[src/rtl/byte_concat_pkg.sv]
// -----------------------------------------------------------------------------
// byte_concat_pkg
//   Shared widths, types and helpers for the byte-to-word packer.
//   Contents:
//     WORD_W / BYTE_W / BYTES_PER_WORD : geometry of the packed word
//     CLR_CODE_DEFAULT                 : default framing clear byte
//     word_t / byte_t                  : data types
//     byte_concat_shift()              : inserts one byte into a partial word
// -----------------------------------------------------------------------------
package byte_concat_pkg;

    localparam int WORD_W         = 32;
    localparam int BYTE_W         = 8;
    localparam int BYTES_PER_WORD = WORD_W / BYTE_W;

    typedef logic [WORD_W-1:0] word_t;
    typedef logic [BYTE_W-1:0] byte_t;

    localparam byte_t CLR_CODE_DEFAULT = 8'h00;

    // MSB-first: older bytes move up, the new byte enters at the bottom, so
    // the first byte of a word ends in the top lane after four inserts.
    // LSB-first: older bytes move down, the new byte enters at the top, so
    // the first byte of a word ends in the bottom lane.
    function automatic word_t byte_concat_shift(input word_t acc,
                                                input byte_t b,
                                                input bit    msb_first);
        word_t res;
        if (msb_first) begin
            res = {acc[WORD_W-BYTE_W-1:0], b};
        end else begin
            res = {b, acc[WORD_W-1:BYTE_W]};
        end
        return res;
    endfunction

endpackage

[src/rtl/byte_concat.sv]
// -----------------------------------------------------------------------------
// byte_concat
//   Collects four consecutive valid bytes into a 32-bit word and presents the
//   completed word on a registered output with a one-cycle valid strobe.
//   A valid byte equal to CLR_CODE (when CLR_EN=1) discards the partial word
//   so that the next byte starts a fresh word.
//
//   Parameters:
//     MSB_FIRST : 1 = first byte lands in out[31:24], 0 = in out[7:0]
//     CLR_EN    : 1 = CLR_CODE acts as a framing clear, 0 = ordinary data
//     CLR_CODE  : framing clear byte value
//
//   Ports:
//     clk       in   system clock, rising edge
//     rst_n     in   asynchronous active-low reset
//     in_valid  in   'in' carries a byte this cycle
//     in        in   input data byte
//     out       out  last completed word (holds until the next completion)
//     out_valid out  one-cycle pulse when 'out' has just been updated
//     byte_cnt  out  bytes currently held in the partial word (0-3)
// -----------------------------------------------------------------------------
module byte_concat
    import byte_concat_pkg::*;
#(
    parameter bit    MSB_FIRST = 1'b1,
    parameter bit    CLR_EN    = 1'b1,
    parameter byte_t CLR_CODE  = CLR_CODE_DEFAULT
) (
    input  logic              clk,
    input  logic              rst_n,
    input  logic              in_valid,
    input  logic [BYTE_W-1:0] in,
    output logic [WORD_W-1:0] out,
    output logic              out_valid,
    output logic [1:0]        byte_cnt
);

    word_t      acc_reg,       acc_next;
    logic [1:0] cnt_reg,       cnt_next;
    word_t      out_reg,       out_next;
    logic       out_valid_reg, out_valid_next;

    logic  is_clr;
    word_t shifted;

    assign is_clr  = in_valid && CLR_EN && (in == CLR_CODE);
    assign shifted = byte_concat_shift(acc_reg, in, MSB_FIRST);

    always_comb begin
        acc_next       = acc_reg;
        cnt_next       = cnt_reg;
        out_next       = out_reg;
        out_valid_next = 1'b0;

        if (in_valid) begin
            if (is_clr) begin
                // Clear wins even on what would have been the fourth byte;
                // the partial word is dropped and nothing is emitted.
                acc_next = '0;
                cnt_next = 2'd0;
            end else if (cnt_reg == 2'(BYTES_PER_WORD - 1)) begin
                out_next       = shifted;
                out_valid_next = 1'b1;
                acc_next       = '0;
                cnt_next       = 2'd0;
            end else begin
                acc_next = shifted;
                cnt_next = cnt_reg + 2'd1;
            end
        end
    end

    always_ff @(posedge clk or negedge rst_n) begin
        if (!rst_n) begin
            acc_reg       <= '0;
            cnt_reg       <= 2'd0;
            out_reg       <= '0;
            out_valid_reg <= 1'b0;
        end else begin
            acc_reg       <= acc_next;
            cnt_reg       <= cnt_next;
            out_reg       <= out_next;
            out_valid_reg <= out_valid_next;
        end
    end

    assign out       = out_reg;
    assign out_valid = out_valid_reg;
    assign byte_cnt  = cnt_reg;

endmodule

[config.mk]
export PLATFORM = sky130hd
export DESIGN_NAME = byte_concat
export DESIGN_NICKNAME = d
export VERILOG_FILES = /design/src/rtl/byte_concat_pkg.sv /design/src/rtl/byte_concat.sv
export SDC_FILE = /design/constraint.sdc
export NUM_CORES = 1
export LEC_CHECK = 0
export CAP_MARGIN = 15
export CORE_MARGIN = 1
export CORE_UTILIZATION = 25
export CTS_CLUSTER_DIAMETER = 200
export DETAILED_ROUTE_END_ITERATION = 6
export GPL_TIMING_DRIVEN = 0
export PLACE_DENSITY_LB_ADDON = 0.15
export REMOVE_ABC_BUFFERS = 1
export SLEW_MARGIN = 20
export SYNTH_ARGS = -nofsm -noshare
export SYNTH_HDL_FRONTEND = slang
export SYNTH_SLANG_ARGS = --single-unit
[constraint.sdc]
create_clock -name clk -period 2.2 [get_ports clk]
set_input_delay 0.33 -clock clk [delete_from_list [all_inputs] [get_ports clk]]
set_output_delay 0.33 -clock clk [all_outputs]
set_load 0.02 [all_outputs]
==> out/results.ini <==
[timing]
maxSlewViolCount=0
period_share_pct=94.4
report.final.setup_viol=0
setup_tns_ps=0
rsz0062_at_grt=no
period_minus_slack_ps=2080
clock_skew_ps=6.06
holdWs_ps=400
fmax_mhz=482
worst_slack_ps=124
hold_viol=0
relSlewSlack_pct=54.0
worst_pin_slew_ps=691

[detailed_routing]
vias=1456
drtPass1Iterations=4
via_per_inst=3.98
drt_wl_total_um=4880
drcViolationCount=0
dr.first_iter.drc_count=33
antenna_left=0
routedWlPerCell_um=13.3

[clocking]
clk_pin_slew_ps=60
postCtsSetupRepairBufs=0
cts_root_buffer=clkbuf_8
htreeDepth=3
cts_max_path_buffers=2
cts_sinks=59
numCtsBuffers=9
tritoncts=built
clk_latency_ps=330

[logic_synthesis]
ys_ff_latch=59
synthCells=186
synth_cell_types=17
synth_top_area_share_pct=60.5
synth_area_mm2=0.00244
synth_warnings=0
ys_top_cells_by_area=dfrtp_1, mux2_4, o22ai_1
yosys_most_used_dff=dfrtp_1
async_flop_share_pct=100
yosysMostFrequentCell=dfrtp_1
synth_edf_count=0
avgSynthCellArea_um2=13.1
yosysSeqAreaShare_pct=60.5
synth.largest_area_cell=dfrtp_1
synth_commonest_cells=dfrtp_1, mux2_4, inv_1, nand2_1, o22ai_1

[status]
outcome=completed

[setup_path]
cp-start-kind=input pin
required_ps=2420
cp-end-kind=register
cp.arrival_ps=2290
path_max_fanout=33
critical_path_class=in2reg

[power]
p_int_mw=2.93
pwr-share-seq_pct=39.6
p_sw_mw=1.43
leakagePower_nw=1.42
powerDensity_mw_per_mm2=1360
p_sw_share_pct=32.8
p_comb_share_pct=41.4
clkPwrFrac_pct=19.0
ir_drop_mv=0.475

[global_routing]
grt_max_degree=38
antenna_found_initial=0
grt_pass1_vias=1550
grt_util_all_layers_pct=11.1
grt_pass1_wl_um=8340
grt-ovfl-total=0

[placement]
placedCellCount=350
gp_congestion=0.609
place_ws_ps=-321
io_buffers=45
place_area_mm2=0.00302
dp_hpwl_um=3020

[layout]
final_nets=245
stdcell_area_mm2=0.00320
diodes=0
drive_gt1_share_pct=21.5
largest_register_ffs=32
stdcell_count=366
synthToLayoutAreaGrowth_pct=30.9

[die]
die_area_mm2=0.0102
core_area_mm2=0.00937
fp.dieH_um=101
die_x_um=101
ios=46
start_util_pct=26.1
row_count=35

[flow_run]
maxCapViolations=0

[worst_hold_path]
min_path_type=in2reg

-- cell type report --
type,count,area [um2]
clock buffers,12,145
clock inverters,3,15.0
fillers,975,6170
inverters,25,93.8
multi-input cells,90,813
flip-flops and latches,59,1480
well taps,129,161
repair buffers,48,493
-- critical path: stages --
cell	delay (ps)
clkdlybuf4s50_1	470
or4_4	590
o211a_4	500
mux2_1	390
-- worst paths after layout --
check / start / to / slack (ps) / depth (start not counted)
max: in[5] / out[0] / 120 / 4
min: in_valid / acc_reg[18] / 400 / 3
max reg2reg: byte_cnt[0] / out[0] / 250 / 3
min reg2reg: out[1] / out[1] / 490 / 1
max in group asynchronous: rst_n / out[13] / 1240 / 3
min in group asynchronous: rst_n / out[24] / 470 / 2
-- cell families (layout without fill, tap and decap cells) --
kind of cell,count (synthesis),in the layout,synth area share (%)
DFF,59,59,60.5
buffers and inverters,37,88,6.97
muxes,32,32,19.2
AOI/OAI and AO/OA,29,29,7.74
and+or+nand+nor,28,28,5.12
adders and majority gates,1,1,0.512
-- what timing repair did --
item | CTS | global route
hold buffers | 1 | 0
gates resized for setup | 0 | 2
endpoints found under the hold margin | 27 | 0
setup endpoints to repair | 0 | 15
-- power groups by stage --
stage / clock network [mW] / registers [mW] / logic [mW]
finish: 0.827 / 1.73 / 1.80
global route: 0.928 / 1.79 / 1.93
CTS: 0.875 / 1.74 / 1.82
detailed placement: 0 / 1.75 / 1.81
global placement: 0 / 1.75 / 1.80
floorplan: 0 / 2.07 / 0.683
-- per-stage QoR --
| step | total power [mW] | util [%] |
|---|---|---|
| after floorplan | 2.76 | - |
| after global placement | 3.55 | 31.8 |
| after detailed placement | 3.56 | 32.2 |
| after CTS | 4.43 | 34.0 |
| after global routing | 4.64 | 34.1 |
| final | 4.36 | 34.1 |
-- cell usage in the layout, fill, tap and decap left out, types with 2 or more instances in the layout --
cell             synthesis  layout
nand2_1                 24      24
clkdlybuf4s50_1          0      43
clkinv_2                 0       3
nand2b_1                 2       2
or4_4                    2       2
o22ai_1                 24      24
buf_12                   0       2
inv_1                   25      25
mux2_4                  29      29
dfrtp_1                 59      59
clkbuf_8                 0      10
clkbuf_1                 7       2
mux2_1                   3       3
-- metal layers --
metal	GRT usage, %	wire [um]	up-vias	share of wire, %
met5	0	0	-	0
met4	6.35	112	0	2.3
met3	3.54	233	10	4.8
met2	14.8	1910	40	39
met1	15.6	2620	692	54
li1	-	-	714	-
Power figures use the tool's default switching activity.
